File: src/rtl/ifq_pkg.sv
`default_nettype none
// ---------------------------------------------------------------------------
// Package : ifq_pkg
// Shared widths, queue entry type and PC helpers for the fetch queue.
// Rev     : 1.0
// ---------------------------------------------------------------------------
package ifq_pkg;

    localparam int INST_W  = 32;
    localparam int ADDR_W  = 32;
    localparam int PC_STEP = 4;

    localparam logic [ADDR_W-1:0] RESET_PC_DEFAULT = 32'h0000_0000;

    typedef struct packed {
        logic [ADDR_W-1:0] pc;
        logic [INST_W-1:0] inst;
    } ifq_entry_t;

    function automatic logic [ADDR_W-1:0] word_align(input logic [ADDR_W-1:0] addr);
        return {addr[ADDR_W-1:2], 2'b00};
    endfunction

    // Wraps modulo 2^ADDR_W by construction of the fixed-width sum.
    function automatic logic [ADDR_W-1:0] next_pc(input logic [ADDR_W-1:0] addr);
        return addr + ADDR_W'(PC_STEP);
    endfunction

endpackage
`default_nettype wire

File: src/rtl/ifq_fifo.sv
`default_nettype none
// ---------------------------------------------------------------------------
// Module : ifq_fifo
// Synchronous FIFO with flush, any DEPTH >= 1; head reads as zero when empty.
// Rev    : 1.0
// ---------------------------------------------------------------------------
module ifq_fifo #(
    parameter int DEPTH = 4,
    parameter int WIDTH = 32,
    localparam int PTR_W = (DEPTH > 1) ? $clog2(DEPTH) : 1,
    localparam int CNT_W = $clog2(DEPTH + 1)
) (
    input  logic             clk,
    input  logic             reset,
    input  logic             flush,
    input  logic             push,
    input  logic [WIDTH-1:0] push_data,
    input  logic             pop,
    output logic [WIDTH-1:0] head_data,
    output logic             empty,
    output logic             full,
    output logic [CNT_W-1:0] count
);

    logic [WIDTH-1:0] mem_q [DEPTH];
    logic [WIDTH-1:0] mem_d [DEPTH];
    logic [PTR_W-1:0] wr_ptr_q, wr_ptr_d;
    logic [PTR_W-1:0] rd_ptr_q, rd_ptr_d;
    logic [CNT_W-1:0] count_q, count_d;
    logic             do_push;
    logic             do_pop;

    function automatic logic [PTR_W-1:0] ptr_inc(input logic [PTR_W-1:0] ptr);
        return (ptr == PTR_W'(DEPTH - 1)) ? '0 : ptr + PTR_W'(1);
    endfunction

    assign empty     = (count_q == '0);
    assign full      = (count_q == CNT_W'(DEPTH));
    assign count     = count_q;
    assign do_pop    = pop && !empty;
    // A push into a full FIFO is legal when the head leaves in the same cycle.
    assign do_push   = push && (!full || do_pop);
    assign head_data = empty ? '0 : mem_q[rd_ptr_q];

    always_comb begin
        mem_d    = mem_q;
        wr_ptr_d = wr_ptr_q;
        rd_ptr_d = rd_ptr_q;
        count_d  = count_q;
        if (flush) begin
            wr_ptr_d = '0;
            rd_ptr_d = '0;
            count_d  = '0;
        end else begin
            if (do_push) begin
                mem_d[wr_ptr_q] = push_data;
                wr_ptr_d        = ptr_inc(wr_ptr_q);
            end
            if (do_pop) begin
                rd_ptr_d = ptr_inc(rd_ptr_q);
            end
            if (do_push && !do_pop) begin
                count_d = count_q + CNT_W'(1);
            end else if (!do_push && do_pop) begin
                count_d = count_q - CNT_W'(1);
            end
        end
    end

    always_ff @(posedge clk) begin
        mem_q <= mem_d;
    end

    always_ff @(posedge clk or negedge reset) begin
        if (!reset) begin
            wr_ptr_q <= '0;
            rd_ptr_q <= '0;
            count_q  <= '0;
        end else begin
            wr_ptr_q <= wr_ptr_d;
            rd_ptr_q <= rd_ptr_d;
            count_q  <= count_d;
        end
    end

endmodule
`default_nettype wire

File: src/rtl/inst_fetch_queue.sv
`default_nettype none
// ---------------------------------------------------------------------------
// Module : inst_fetch_queue
// Fetch PC owner, credit-limited imem requester and instruction queue to decode.
// Option : IFQ_BYPASS_EN routes a response straight to decode when the queue is empty.
// Rev    : 1.0
// ---------------------------------------------------------------------------
module inst_fetch_queue
    import ifq_pkg::*;
#(
    parameter logic [ADDR_W-1:0] RESET_PC  = RESET_PC_DEFAULT,
    parameter int                DEPTH     = 4,
    parameter int                MAX_OUTST = 2
) (
    input  logic              clk,
    input  logic              reset,
    input  logic              redirect_valid,
    input  logic [ADDR_W-1:0] redirect_pc,
    output logic              imem_req_valid,
    input  logic              imem_req_ready,
    output logic [ADDR_W-1:0] imem_req_addr,
    input  logic              imem_rsp_valid,
    input  logic [INST_W-1:0] imem_rsp_data,
    output logic              inst_valid,
    input  logic              inst_ready,
    output logic [INST_W-1:0] inst_data,
    output logic [ADDR_W-1:0] inst_pc
);

    localparam int OUT_W  = $clog2(MAX_OUTST + 1);
    localparam int QCNT_W = $clog2(DEPTH + 1);
    localparam int OCC_W  = $clog2(DEPTH + MAX_OUTST + 1);

    logic [ADDR_W-1:0] fetch_pc_q, fetch_pc_d;
    logic [OUT_W-1:0]  outst_q, outst_d;
    logic [OUT_W-1:0]  drop_cnt_q, drop_cnt_d;

    logic [QCNT_W-1:0] q_count;
    logic              q_empty, q_full;
    logic              q_push, q_pop;
    ifq_entry_t        q_in, q_head;

    logic [OUT_W-1:0]  tag_count;
    logic              tag_empty, tag_full;
    logic [ADDR_W-1:0] tag_head;

    logic [OCC_W-1:0]  occupancy;
    logic              req_fire, rsp_fire, rsp_keep;

    // Queued words plus words still in flight must fit in the queue.
    assign occupancy      = OCC_W'(q_count) + OCC_W'(outst_q);
    assign imem_req_valid = reset && !redirect_valid
                            && (outst_q < OUT_W'(MAX_OUTST))
                            && (occupancy < OCC_W'(DEPTH));
    assign imem_req_addr  = fetch_pc_q;

    assign req_fire = imem_req_valid && imem_req_ready;
    assign rsp_fire = imem_rsp_valid && (outst_q != '0);
    assign rsp_keep = rsp_fire && (drop_cnt_q == '0);

    assign q_in = '{pc: tag_head, inst: imem_rsp_data};

`ifdef IFQ_BYPASS_EN
    logic bypass;

    assign bypass     = q_empty && rsp_keep && !redirect_valid;
    assign inst_valid = !q_empty || bypass;
    assign inst_pc    = bypass ? tag_head      : q_head.pc;
    assign inst_data  = bypass ? imem_rsp_data : q_head.inst;
    assign q_push     = rsp_keep && !(bypass && inst_ready);
`else
    assign inst_valid = !q_empty;
    assign inst_pc    = q_head.pc;
    assign inst_data  = q_head.inst;
    assign q_push     = rsp_keep;
`endif

    assign q_pop = inst_valid && inst_ready;

    always_comb begin
        fetch_pc_d = fetch_pc_q;
        outst_d    = outst_q;
        drop_cnt_d = drop_cnt_q;
        if (redirect_valid) begin
            fetch_pc_d = word_align(redirect_pc);
            outst_d    = outst_q - OUT_W'(rsp_fire);
            // Everything still in flight after this cycle belongs to the old path.
            drop_cnt_d = outst_q - OUT_W'(rsp_fire);
        end else begin
            if (req_fire) begin
                fetch_pc_d = next_pc(fetch_pc_q);
            end
            outst_d = outst_q + OUT_W'(req_fire) - OUT_W'(rsp_fire);
            if (rsp_fire && (drop_cnt_q != '0)) begin
                drop_cnt_d = drop_cnt_q - OUT_W'(1);
            end
        end
    end

    always_ff @(posedge clk or negedge reset) begin
        if (!reset) begin
            fetch_pc_q <= RESET_PC;
            outst_q    <= '0;
            drop_cnt_q <= '0;
        end else begin
            fetch_pc_q <= fetch_pc_d;
            outst_q    <= outst_d;
            drop_cnt_q <= drop_cnt_d;
        end
    end

    // Tags of discarded responses are flushed on redirect, so only kept responses pop.
    ifq_fifo #(
        .DEPTH (MAX_OUTST),
        .WIDTH (ADDR_W)
    ) u_tag_fifo (
        .clk       (clk),
        .reset     (reset),
        .flush     (redirect_valid),
        .push      (req_fire),
        .push_data (fetch_pc_q),
        .pop       (rsp_keep),
        .head_data (tag_head),
        .empty     (tag_empty),
        .full      (tag_full),
        .count     (tag_count)
    );

    ifq_fifo #(
        .DEPTH (DEPTH),
        .WIDTH ($bits(ifq_entry_t))
    ) u_data_fifo (
        .clk       (clk),
        .reset     (reset),
        .flush     (redirect_valid),
        .push      (q_push),
        .push_data (q_in),
        .pop       (q_pop),
        .head_data (q_head),
        .empty     (q_empty),
        .full      (q_full),
        .count     (q_count)
    );

    a_rsp_needs_credit: assert property (@(posedge clk) disable iff (!reset)
        imem_rsp_valid |-> (outst_q != '0));
    a_tag_present: assert property (@(posedge clk) disable iff (!reset)
        rsp_keep |-> !tag_empty);
    a_tag_no_overflow: assert property (@(posedge clk) disable iff (!reset)
        req_fire |-> !tag_full);
    a_tag_within_outst: assert property (@(posedge clk) disable iff (!reset)
        tag_count <= outst_q);
    a_q_no_overflow: assert property (@(posedge clk) disable iff (!reset)
        (q_push && !redirect_valid) |-> (!q_full || q_pop));

endmodule
`default_nettype wire

File: config.mk
export PLATFORM = sky130hd
export DESIGN_NAME = inst_fetch_queue
export DESIGN_NICKNAME = d
export VERILOG_FILES = /design/src/rtl/ifq_pkg.sv /design/src/rtl/ifq_fifo.sv /design/src/rtl/inst_fetch_queue.sv
export SDC_FILE = /design/constraint.sdc
export NUM_CORES = 1
export LEC_CHECK = 0
export CAP_MARGIN = 20
export CORE_MARGIN = 2
export CORE_UTILIZATION = 35
export CTS_BUF_LIST = sky130_fd_sc_hd__clkbuf_4 sky130_fd_sc_hd__clkbuf_8 sky130_fd_sc_hd__clkbuf_16
export CTS_CLUSTER_DIAMETER = 120
export DETAILED_ROUTE_END_ITERATION = 10
export PLACE_DENSITY_LB_ADDON = 0.15
export SYNTH_ARGS = -nofsm -noshare
export SYNTH_HDL_FRONTEND = slang
export SYNTH_SLANG_ARGS = --single-unit
File: constraint.sdc
create_clock -name clk -period 3.62 [get_ports clk]
set_input_delay 0.362 -clock clk [delete_from_list [all_inputs] [get_ports clk]]
set_output_delay 0.362 -clock clk [all_outputs]
set_load 0.02 [all_outputs]
Word level (Yosys, flattened, before mapping) --
Index checks and enable logic that the tools add are counted.
Word-level totals: bits of input ports 70, register bits after elaboration 367
Operators by class: bitwise logic cells 5, reduce and logical (&&, ||, !) cells 44, mux-type cells 37, magnitude comparators 8, eq/ne operators 4, $add $sub $neg 14
Operator list (count):
- $bwmux W256 | 1
- $mux W64 | 4
- $mux W32 | 7
- $bmux W64 S2 | 1
- $demux W64 S2 | 1
- $bwmux W64 | 1
- $add A32 B3 Y32 const B | 1
- $demux W32 S1 | 1
- $mux W2 | 12
- $logic_and A1 B1 Y1 | 18
- $reduce_bool A2 Y1 | 8
- $logic_not A1 Y1 | 9
- $mux W3 | 3
- $add A2 B1 Y2 const B | 3
- $eq A2 B2 Y1 const B | 3
- $ge A3 B3 Y1 const B | 2
- $mux W1 | 6
- $not A2 Y3 | 2
- $reduce_bool A3 Y1 | 2
- $ge A2 B2 Y1 const B | 2
- $logic_not A2 Y1 | 2
- $not A1 Y2 | 2
- $reduce_and A2 Y1 | 2
- $sub A2 B1 Y2 | 2
- 14 further kinds | 17

Logic depth before layout (Yosys ltp) --
Gate-level depths: netlist of run 1.
depth in word-level cells 11, depth in mapped cells 12, gate-level depth less buffers 11

Modules after synthesis --
Synthesis of run 1 repeated with hierarchy kept, for this count alone.
Second synthesis, totals: cell total of the unflattened synthesis 878, area total of the unflattened synthesis 15104.5 µm²
Modules (own cells, without submodules):
- ifq_fifo (u_data_fifo) | times used 1, area each 10252.3 µm², cells an instance 469, sequential area each 7862.5 µm²
- ifq_fifo (u_tag_fifo) | times used 1, area each 2638.8 µm², cells an instance 160, sequential area each 2021.9 µm²
- inst_fetch_queue | times used 1, area each 2213.4 µm², cells an instance 249, sequential area each 850.8 µm²

Worst setup path after synthesis of run 1 --
No wires, ideal clock.
path kind reg2reg, from register outst_q[1], to register u_tag_fifo.mem_q[34] (netlist name) (enable), buffers on the path 1, setup time 0.417 ns, path slack 0.353 ns, period minus slack after synthesis 3.267 ns, arrival time 2.850 ns, cell stages (with the launch flop) 7, cells stage by stage dfrtp_1 ha_1 a31oi_4 xnor2_4 buf_2 nand3_1 nor2_1
Between the ends: word-level cells in the longest chain between the ends 7, elaborated cells on any way between the ends 13
Ends and longest elaborated chain:
- from (decl) | line inst_fetch_queue.sv:35 | logic [OUT_W-1:0] outst_q, outst_d;
- from (signal assigned) | line inst_fetch_queue.sv:107 | outst_q <= outst_d;
- branches (longest 5 deep; another with $add A3 B2 Y3)
- $logic_and A1 B1 Y1 * | line ifq_fifo.sv:42 | assign do_push = push && (!full || do_pop);
- $reduce_and A2 Y1 (no source line) *
- to (signal assigned) | line ifq_fifo.sv:71 | mem_q <= mem_d;
- to (decl) | line ifq_fifo.sv:25 | logic [WIDTH-1:0] mem_q [DEPTH];
Every way passes the cells marked *. A chain may end at the register's enable or synchronous reset.

Worst setup path after layout of run 1 --
from register u_data_fifo.count_q[0] (netlist: u_data_fifo.count[0]), to output port inst_pc[3]
Between the ends: word-level cells in the longest chain between the ends 2
Ends and longest elaborated chain:
- from (decl) | line ifq_fifo.sv:29 | logic [CNT_W-1:0] count_q, count_d;
- from (signal assigned) | line ifq_fifo.sv:82 | count_q <= count_d;
- $logic_not A3 Y1 | line ifq_fifo.sv:37 | assign empty = (count_q == '0);
- $mux W64 | line ifq_fifo.sv:43 | assign head_data = empty ? '0 : mem_q[rd_ptr_q];
- to (decl) | line inst_fetch_queue.sv:27 | output logic [ADDR_W-1:0] inst_pc
Every way passes these cells.

==> results of run 1 <==
-- cell type report --
type	instances	share of cell area, %
flip-flops and latches	357	56.6
multi-input cells	450	21.7
repair buffers	190	10.4
clock buffers	54	6.15
well taps	539	3.63
clock inverters	16	1.11
inverters	21	0.425
-- per-layer routing --
| metal | up-vias | GRT usage (%) |
|---|---|---|
| met3 | 40 | 2.84 |
| met1 | 4151 | 22.1 |
| met2 | 193 | 24.9 |
| met5 | - | 0 |
| met4 | 0 | 4.48 |
| li1 | 3754 | - |
-- power groups by stage --
stage	registers, mW	clock network (mW)	logic, mW
2_1_floorplan	5.01	0	2.32
3_3_place_gp	5.15	0	3.95
3_5_place_dp	5.16	0	3.97
4_1_cts	5.07	4.26	3.98
5_1_grt	5.11	4.40	4.20
6_report	5.06	4.13	3.87
-- through the flow --
| step | std cells | hold WS [ns] | util, % |
|---|---|---|---|
| final | 1627 | 0.368 | 44.5 |
| after global routing | 1627 | 0.389 | 44.5 |
| after CTS | 1627 | 0.334 | 44.5 |
| after detailed placement | 1556 | 0.557 | 41.2 |
| after global placement | 1556 | 0.556 | 41.2 |
| after floorplan | 876 | 0.0664 | - |
-- cell usage after synthesis (10+ instances only) --
library cell | instances | area (µm²)
sky130_fd_sc_hd__edfxtp_1 | 312 | 9370
sky130_fd_sc_hd__and2_1 | 66 | 413
sky130_fd_sc_hd__mux4_2 | 63 | 1420
sky130_fd_sc_hd__nor2_1 | 50 | 188
sky130_fd_sc_hd__dfrtp_1 | 45 | 1130
sky130_fd_sc_hd__nand2_1 | 40 | 150
sky130_fd_sc_hd__mux2i_1 | 31 | 310
sky130_fd_sc_hd__clkbuf_1 | 29 | 109
sky130_fd_sc_hd__o21ai_0 | 26 | 130
sky130_fd_sc_hd__inv_1 | 19 | 71.3
sky130_fd_sc_hd__nand3_1 | 16 | 80.1
sky130_fd_sc_hd__nand4_1 | 16 | 100
sky130_fd_sc_hd__a21oi_1 | 14 | 70.1
sky130_fd_sc_hd__nor3_1 | 13 | 65.1
sky130_fd_sc_hd__ha_1 | 11 | 138
sky130_fd_sc_hd__and3_1 | 10 | 62.6
sky130_fd_sc_hd__xor2_1 | 10 | 87.6
-- state kept, by name, indices dropped and copies added, names as in the netlist --
name,flops
imem_req_addr,30
u_data_fifo.wr_ptr_q,2
u_data_fifo.count,3
u_tag_fifo.rd_ptr_q,1
u_tag_fifo.wr_ptr_q,1
u_tag_fifo.count,2
u_tag_fifo.mem_q,60
drop_cnt_q,2
outst_q,2
u_data_fifo.rd_ptr_q,2
u_data_fifo.mem_q,252
-- critical path, delay by kind of cell, from the launching register on --
kind / cells / cell delay, ns
and+or+nand+nor: 2 / 0.99
buffers and inverters: 2 / 0.87
DFF: 1 / 0.50
-- worst max-delay path by stage --
stage,depth (start not counted),slack [ns],endpoint
finish,4,0.31,inst_pc[3]
global route,4,0.17,inst_data[20]
CTS,4,0.23,inst_pc[22]
detailed placement,6,0.71,u_data_fifo.mem_q[226]
global placement,6,0.72,u_data_fifo.mem_q[222]
floorplan,6,0.35,u_tag_fifo.mem_q[34]
-- logic make-up (layout without fill, tap and decap cells) --
group,Yosys count,in the layout,synth area share [%]
AOI/OAI and AO/OA,79,79,3.79
xor gates and xnor gates,21,21,1.42
adders and majority gates,12,12,1.07
buffers and inverters,69,281,2.03
DFF,357,357,71.1
muxes,95,95,11.8
other,1,6,0.0254
and+or+nand+nor,237,237,8.79
-- repair_timing --
item                      in CTS  in global routing
hold endpoints to repair      45                  0
hold buffers                   1                  0
buffers inserted               0                  0
==> metrics.sh, run 1 <==
P_TOTAL_mW=13.1
FMAX_MHz=303
VIA_COUNT=8138
SW_SHARE_PCT=29.8
POWER.SHARE.COMBINATIONAL_PCT=29.6
CLOCK_TREE.HTREE_LEVEL_COUNT=2
SYNTH-EDFF-COUNT=312
AREA.GROWTH.SYNTH_TO_FINAL_PCT=25.7
MIN_PATH_CELLS=3
CLK_LATENCY_NS=0.55
CRIT_PATH_MAX_INCR_DELAY_NS=0.80
R2R-START='u_data_fifo.count[1]'
CLOCK_TREE_FROM_TRITONCTS='done'
HOLDCRITPATHCLASS='in -> reg'
DPL_CELL_AREA_MM2=0.0172
STARTPOINT_TYPE='register'
NUMBER_OF_CLOCK_SINKS=357
SYNTH_AREA_PER_CELL_UM2=17.0
SYN_AREA_MM2=0.0148
SEQCELLAREA_MM2=0.0105
LAYOUT.FILLER_CELLS=3661
FIN_CRIT_SH_PCT=91.3
REG2REG_TO='outst_q[1]'
SLEW_HEADROOM_PCT=31.4
RRSETUPSLACK_NS=0.83
FINALSETUPVIOLCOUNT=0
MOST-COMMON-LAYOUT-CELLS='sky130_fd_sc_hd__edfxtp_1, sky130_fd_sc_hd__clkdlybuf4s50_1, sky130_fd_sc_hd__and2_1'
FLOORPLAN.INITIALDENSITY_PCT=35.4
CP-STARTPOINT='u_data_fifo.count[0]'
YS_SEQ_AREA_SHARE_PCT=71.1
FINISH.NET_COUNT=1142
TIMING.REG2REG.WORST_PATH_DEPTH=11
POST-DP-HPWL_UM=21200
WORST-ENDPOINT-ARRIVAL_NS=2.94
CORE_AREA_MM2=0.0418
OUTCOME='completed'
FLOORPLAN.DIE_AREA_MM2=0.0438
WORST_HOLD_STARTPOINT='redirect_pc[4]'
CTS.PATH.MAX_BUFFERS=3
SETUP_SLACK_NS=0.315
CTS.REPAIR.RESIZED=0
DRT_PRE_ANTENNA_ITERS=4
SYNTH_CELL_TYPES=61
TIMING_HOLD_VIOLATIONS_FINAL=0
WORST_SETUP_PATH_END_KIND='output port'
GRT_ANTENNA_BEFORE_REPAIR=0
TRITONCTS_BUFFER_COUNT=40
DRV.MAX_CAP_VIOLATION_COUNT=0
N_ANTENNA_CELL=0
PRE_CTS_WS_NS=0.713
FIRST_ITER_VIOLATIONS=465
PORTBUFFERS=163
MIN_PERIOD_NS=3.31
LAYOUT_COMMONEST_CELL='sky130_fd_sc_hd__edfxtp_1'
YS_WARN_COUNT=0
CHIPHEIGHT_UM=209
CLOCK_SKEW_NS=0.0224
WORST_HOLD_PATH.ENDPOINT='imem_req_addr[4]'
ASYNC_RESET_FF_SHARE_PCT=12.6
ROUTE.FINAL.WIRE_LENGTH_UM=33900
GRT_FIRST_PASS_WIRELENGTH_UM=51600
POWER_DENSITY_mW_PER_MM2=704
DIE_X_UM=209
MULTIINPUTGATEAREA_MM2=0.00402
CTS.REPORTEDPATHS.CLKPINSLEW_NS=0.06
SEQUENTIALPOWERSHARE_PCT=38.8
POWER.STATIC_LEAKAGE_nW=6.11
NUMBER_OF_GLOBAL_ROUTE_VIAS_BEFORE_REPAIR=8335
WORSTPATHMAXFANOUT=23
CPMAXSTAGEDELAYCELL='sky130_fd_sc_hd__or3_2'
POWER_REPORT.INTERNAL_TOTAL_mW=9.18
VDD.IR_DROP.WORST_V=0.000231
MET3WIRELENGTH_UM=1410
FINAL_MAX_SLEW_VIOL_COUNT=0
IO_PINS=168
SETUP_TNS_NS=0
NET-SWITCHING-POWER_mW=3.89
FRACTION_OF_LAYOUT_CELLS_WITH_A_SIZE_SUFFIX_ABOVE_1_PCT=16.9
TIMING_WORST_SLEW_PIN_VALUE_NS=1.03
SYN-INSTANCE-COUNT=871
FINAL_CELL_AREA_MM2=0.0186
CLKPWRFRAC_PCT=31.6
BUFFER_TYPE_AT_THE_CLOCK_TREE_ROOT='sky130_fd_sc_hd__clkbuf_16'
DRT_DRC_VIOLATIONS_LEFT=0
SYNTH-SEQ-CELLS=357
GLOBAL_ROUTE.OVERFLOW_TOTAL=0
CP.REQUIRED_NS=3.26
ROUTE.LAYER.MET1.WL_UM=15800
GROUTE.USAGE.OVERALL_PCT=15.6
ROUTE.DETAILED.VIAS_PER_INST=5.00
YS.FLOP_TYPE='sky130_fd_sc_hd__edfxtp_1'
GRT_MAX_DEGREE=64
DETAIL_ROUTE.WL_PER_CELL_UM=20.8
CRIT_TYPE='reg -> out'
TOP_LAYER='met4'
RSZ0062_AT_GRT='false'
ANT_NETS=0
WORSTPATHCELLLIST='or3_2, buf_4, and2_1, clkdlybuf4s50_1'
NUM_ROWS=75
ROUTE.MET2.WL_UM=16100
GP_ROUTABILITY_CONGESTION=0.766
No activity file was read; power rests on OpenSTA's default activity.
==> inputs of run 2 (changes only) <==
--- a/config.mk
+++ b/config.mk
@@ -12,6 +12,7 @@
 export CTS_CLUSTER_DIAMETER = 120
 export DETAILED_ROUTE_END_ITERATION = 10
 export PLACE_DENSITY_LB_ADDON = 0.15
+export SLEW_MARGIN = 25
 export SYNTH_ARGS = -nofsm -noshare
 export SYNTH_HDL_FRONTEND = slang
 export SYNTH_SLANG_ARGS = --single-unit
==> metrics.sh, run 2 (synthesis results as in run 1) <==
OUTCOME='completed'
N_ANTENNA_CELL=0  # unchanged
NUMBER_OF_GLOBAL_ROUTE_VIAS_BEFORE_REPAIR=8335  # unchanged
LARGEST_REGISTER_FFS=252  # unchanged
SLEW_HEADROOM_PCT=31.5  # +0.10 points
VIA_COUNT=8136  # -0.025%
CTS.PATH.MAX_BUFFERS=3  # unchanged
CRIT_PATH_MAX_INCR_DELAY_NS=0.81  # about the same
GP_ROUTABILITY_CONGESTION=0.766  # unchanged
CLOCK_TREE.HTREE_LEVEL_COUNT=2  # unchanged
RRSETUPSLACK_NS=0.82  # about the same
FMAX_MHz=301  # -0.43%
POST-DP-HPWL_UM=21200  # unchanged
WORST_HOLD_PATH.ENDPOINT='imem_req_addr[4]'
CPMAXSTAGEDELAYCELL='sky130_fd_sc_hd__or3_2'
ROUTE.MET2.WL_UM=16000  # -0.65%
CLOCK_TREE_FROM_TRITONCTS='done'
TIMING_HOLD_VIOLATIONS_FINAL=0  # unchanged
TRITONCTS_BUFFER_COUNT=40  # unchanged
SEQUENTIALPOWERSHARE_PCT=38.7  # about the same
HOLDCRITPATHCLASS='in -> reg'
CP.REQUIRED_NS=3.26  # about the same
LAYOUT.CORE_UTILIZATION_PCT=44.5  # about the same
TOP_LAYER='met4'
WORSTPATHCELLLIST='or3_2, buf_4, and2_1, clkdlybuf4s50_1'
P_TOTAL_mW=13.1  # about the same
FLOORPLAN.INITIALDENSITY_PCT=35.4  # unchanged
POST-CTS-SETUP-BUFFER-COUNT=0  # unchanged
WORST-ENDPOINT-ARRIVAL_NS=2.96  # +0.02 ns
PORTBUFFERS=163  # unchanged
CTS.REPAIR.RESIZED=0  # unchanged
MIN_PERIOD_NS=3.32  # +0.0144 ns
CTSHOLDBUFFERS=1  # unchanged
FINAL_MAX_SLEW_VIOL_COUNT=0  # unchanged
FINISH.NET_COUNT=1143  # +0.088%
FLOORPLAN.DIE_AREA_MM2=0.0438  # unchanged
POWER_DENSITY_mW_PER_MM2=704  # about the same
GRT_FIRST_PASS_WIRELENGTH_UM=51600  # unchanged
LARGEST-REGISTER='u_data_fifo.mem_q'
FINAL_CELL_AREA_MM2=0.0186  # about the same
CHIPHEIGHT_UM=209  # unchanged
CLK_LATENCY_NS=0.55  # about the same
CTS.REPORTEDPATHS.CLKPINSLEW_NS=0.06  # about the same
GLOBAL_ROUTE.OVERFLOW_TOTAL=0  # unchanged
DRV.MAX_CAP_VIOLATION_COUNT=0  # unchanged
CLKPWRFRAC_PCT=31.6  # about the same
SW_SHARE_PCT=29.8  # about the same
WORST_HOLD_STARTPOINT='redirect_pc[4]'
CORE_AREA_MM2=0.0418  # unchanged
GRT_MAX_DEGREE=64  # unchanged
VDD.IR_DROP.WORST_V=0.000232  # about the same
WORSTPATHMAXFANOUT=23  # unchanged
FINALSETUPVIOLCOUNT=0  # unchanged
DRT_DRC_VIOLATIONS_LEFT=0  # unchanged
ANT_NETS=0  # unchanged
POWER.SHARE.COMBINATIONAL_PCT=29.7  # about the same
POWER.STATIC_LEAKAGE_nW=6.12  # about the same
CLOCK_SKEW_NS=0.0217  # -0.000701 ns
GRT_ANTENNA_BEFORE_REPAIR=0  # unchanged
DIE_X_UM=209  # unchanged
ROUTE.FINAL.WIRE_LENGTH_UM=33900  # about the same
WORST_SETUP_PATH_END_KIND='output port'
SETUP_SLACK_NS=0.300  # -0.0144 ns
NUMBER_OF_CLOCK_SINKS=357  # unchanged
LAYOUT_COMMONEST_CELL='sky130_fd_sc_hd__edfxtp_1'
DRT_PRE_ANTENNA_ITERS=4  # unchanged
CRIT_TYPE='reg -> out'
TIMING_WORST_SLEW_PIN_VALUE_NS=1.03  # -0.00152 ns
FIN_CRIT_SH_PCT=91.7  # +0.40 points
POWER_REPORT.INTERNAL_TOTAL_mW=9.18  # about the same
MOST-COMMON-LAYOUT-CELLS='sky130_fd_sc_hd__edfxtp_1, sky130_fd_sc_hd__clkdlybuf4s50_1, sky130_fd_sc_hd__and2_1'
STARTPOINT_TYPE='register'
LAYOUTNONFILLERINSTCOUNT=1628  # +0.061%
PLACED_CELLS=1556  # unchanged
GROUTE.USAGE.OVERALL_PCT=15.6  # unchanged
ROUTE.DETAILED.VIAS_PER_INST=5.00  # about the same
NUM_ROWS=75  # unchanged
REG2REG_TO='outst_q[1]'
IO_PINS=168  # unchanged
R2R-START='u_data_fifo.count[1]'
FRACTION_OF_LAYOUT_CELLS_WITH_A_SIZE_SUFFIX_ABOVE_1_PCT=17.0  # +0.076 points
DPL_CELL_AREA_MM2=0.0172  # unchanged
TIMING.REG2REG.WORST_PATH_DEPTH=11  # unchanged
NET-SWITCHING-POWER_mW=3.90  # +0.18%
SETUP_TNS_NS=0  # unchanged
PRE_CTS_WS_NS=0.713  # unchanged
BUFFER_TYPE_AT_THE_CLOCK_TREE_ROOT='sky130_fd_sc_hd__clkbuf_16'
FIRST_ITER_VIOLATIONS=507  # +9.0%
FINAL.HOLD.WORST_SLACK_NS=0.365  # -0.00277 ns
RSZ0062_AT_GRT='false'
AREA.GROWTH.SYNTH_TO_FINAL_PCT=25.8  # about the same
MET3WIRELENGTH_UM=1450  # +2.9%
DETAIL_ROUTE.WL_PER_CELL_UM=20.8  # about the same
MIN_PATH_CELLS=3  # unchanged
LAYOUT.FILLER_CELLS=3661  # unchanged
ROUTE.LAYER.MET1.WL_UM=15900  # +0.49%
run 2: cell types whose count changed in the layout (fill, tap and decap cells not counted):
| cell | change |
|---|---|
| sky130_fd_sc_hd__buf_4 | +1 |
run 2: worst max-delay path: cells and delay by family (launching register included):
kind | cells | cell delay, ns
DFF | 1 | 0.51
buffers and inverters | 2 | 0.87
and+or+nand+nor | 2 | 1.00
run 2: power groups by stage:
stage	logic, mW	clock network, mW	registers, mW
5_1_grt	4.21	4.40	5.11
2_1_floorplan	2.32	0	5.01
6_report	3.88	4.14	5.06
4_1_cts	3.98	4.26	5.07
3_3_place_gp	3.95	0	5.15
3_5_place_dp	3.97	0	5.16
run 2: cell type report:
| class | instances | area [µm²] | share of cell area [%] |
|---|---|---|---|
| clock buffer | 54 | 1140 | 6.15 |
| timing repair buffer | 191 | 1950 | 10.5 |
| inverter | 21 | 78.8 | 0.424 |
| clock inverter | 16 | 205 | 1.10 |
| sequential | 357 | 10500 | 56.6 |
| tap | 539 | 674 | 3.63 |
| multi-input combinational | 450 | 4020 | 21.6 |
run 2: how the worst max path moves through the flow:
stage	from	end	slack, ns	cells after the start
2_1_floorplan	outst_q[1]	u_tag_fifo.mem_q[34]	0.35	6
3_3_place_gp	imem_rsp_valid	u_data_fifo.mem_q[222]	0.72	6
3_5_place_dp	imem_rsp_valid	u_data_fifo.mem_q[226]	0.71	6
4_1_cts	u_data_fifo.count[0]	inst_pc[22]	0.23	4
5_1_grt	u_data_fifo.rd_ptr_q[0]	inst_data[20]	0.17	4
6_report	u_data_fifo.count[0]	inst_pc[3]	0.30	4
run 2: routing by layer:
| metal | vias up | track usage [%] |
|---|---|---|
| li1 | 3750 | - |
| met1 | 4149 | 22.1 |
| met2 | 197 | 24.9 |
| met3 | 40 | 2.84 |
| met4 | 0 | 4.48 |
| met5 | - | 0 |
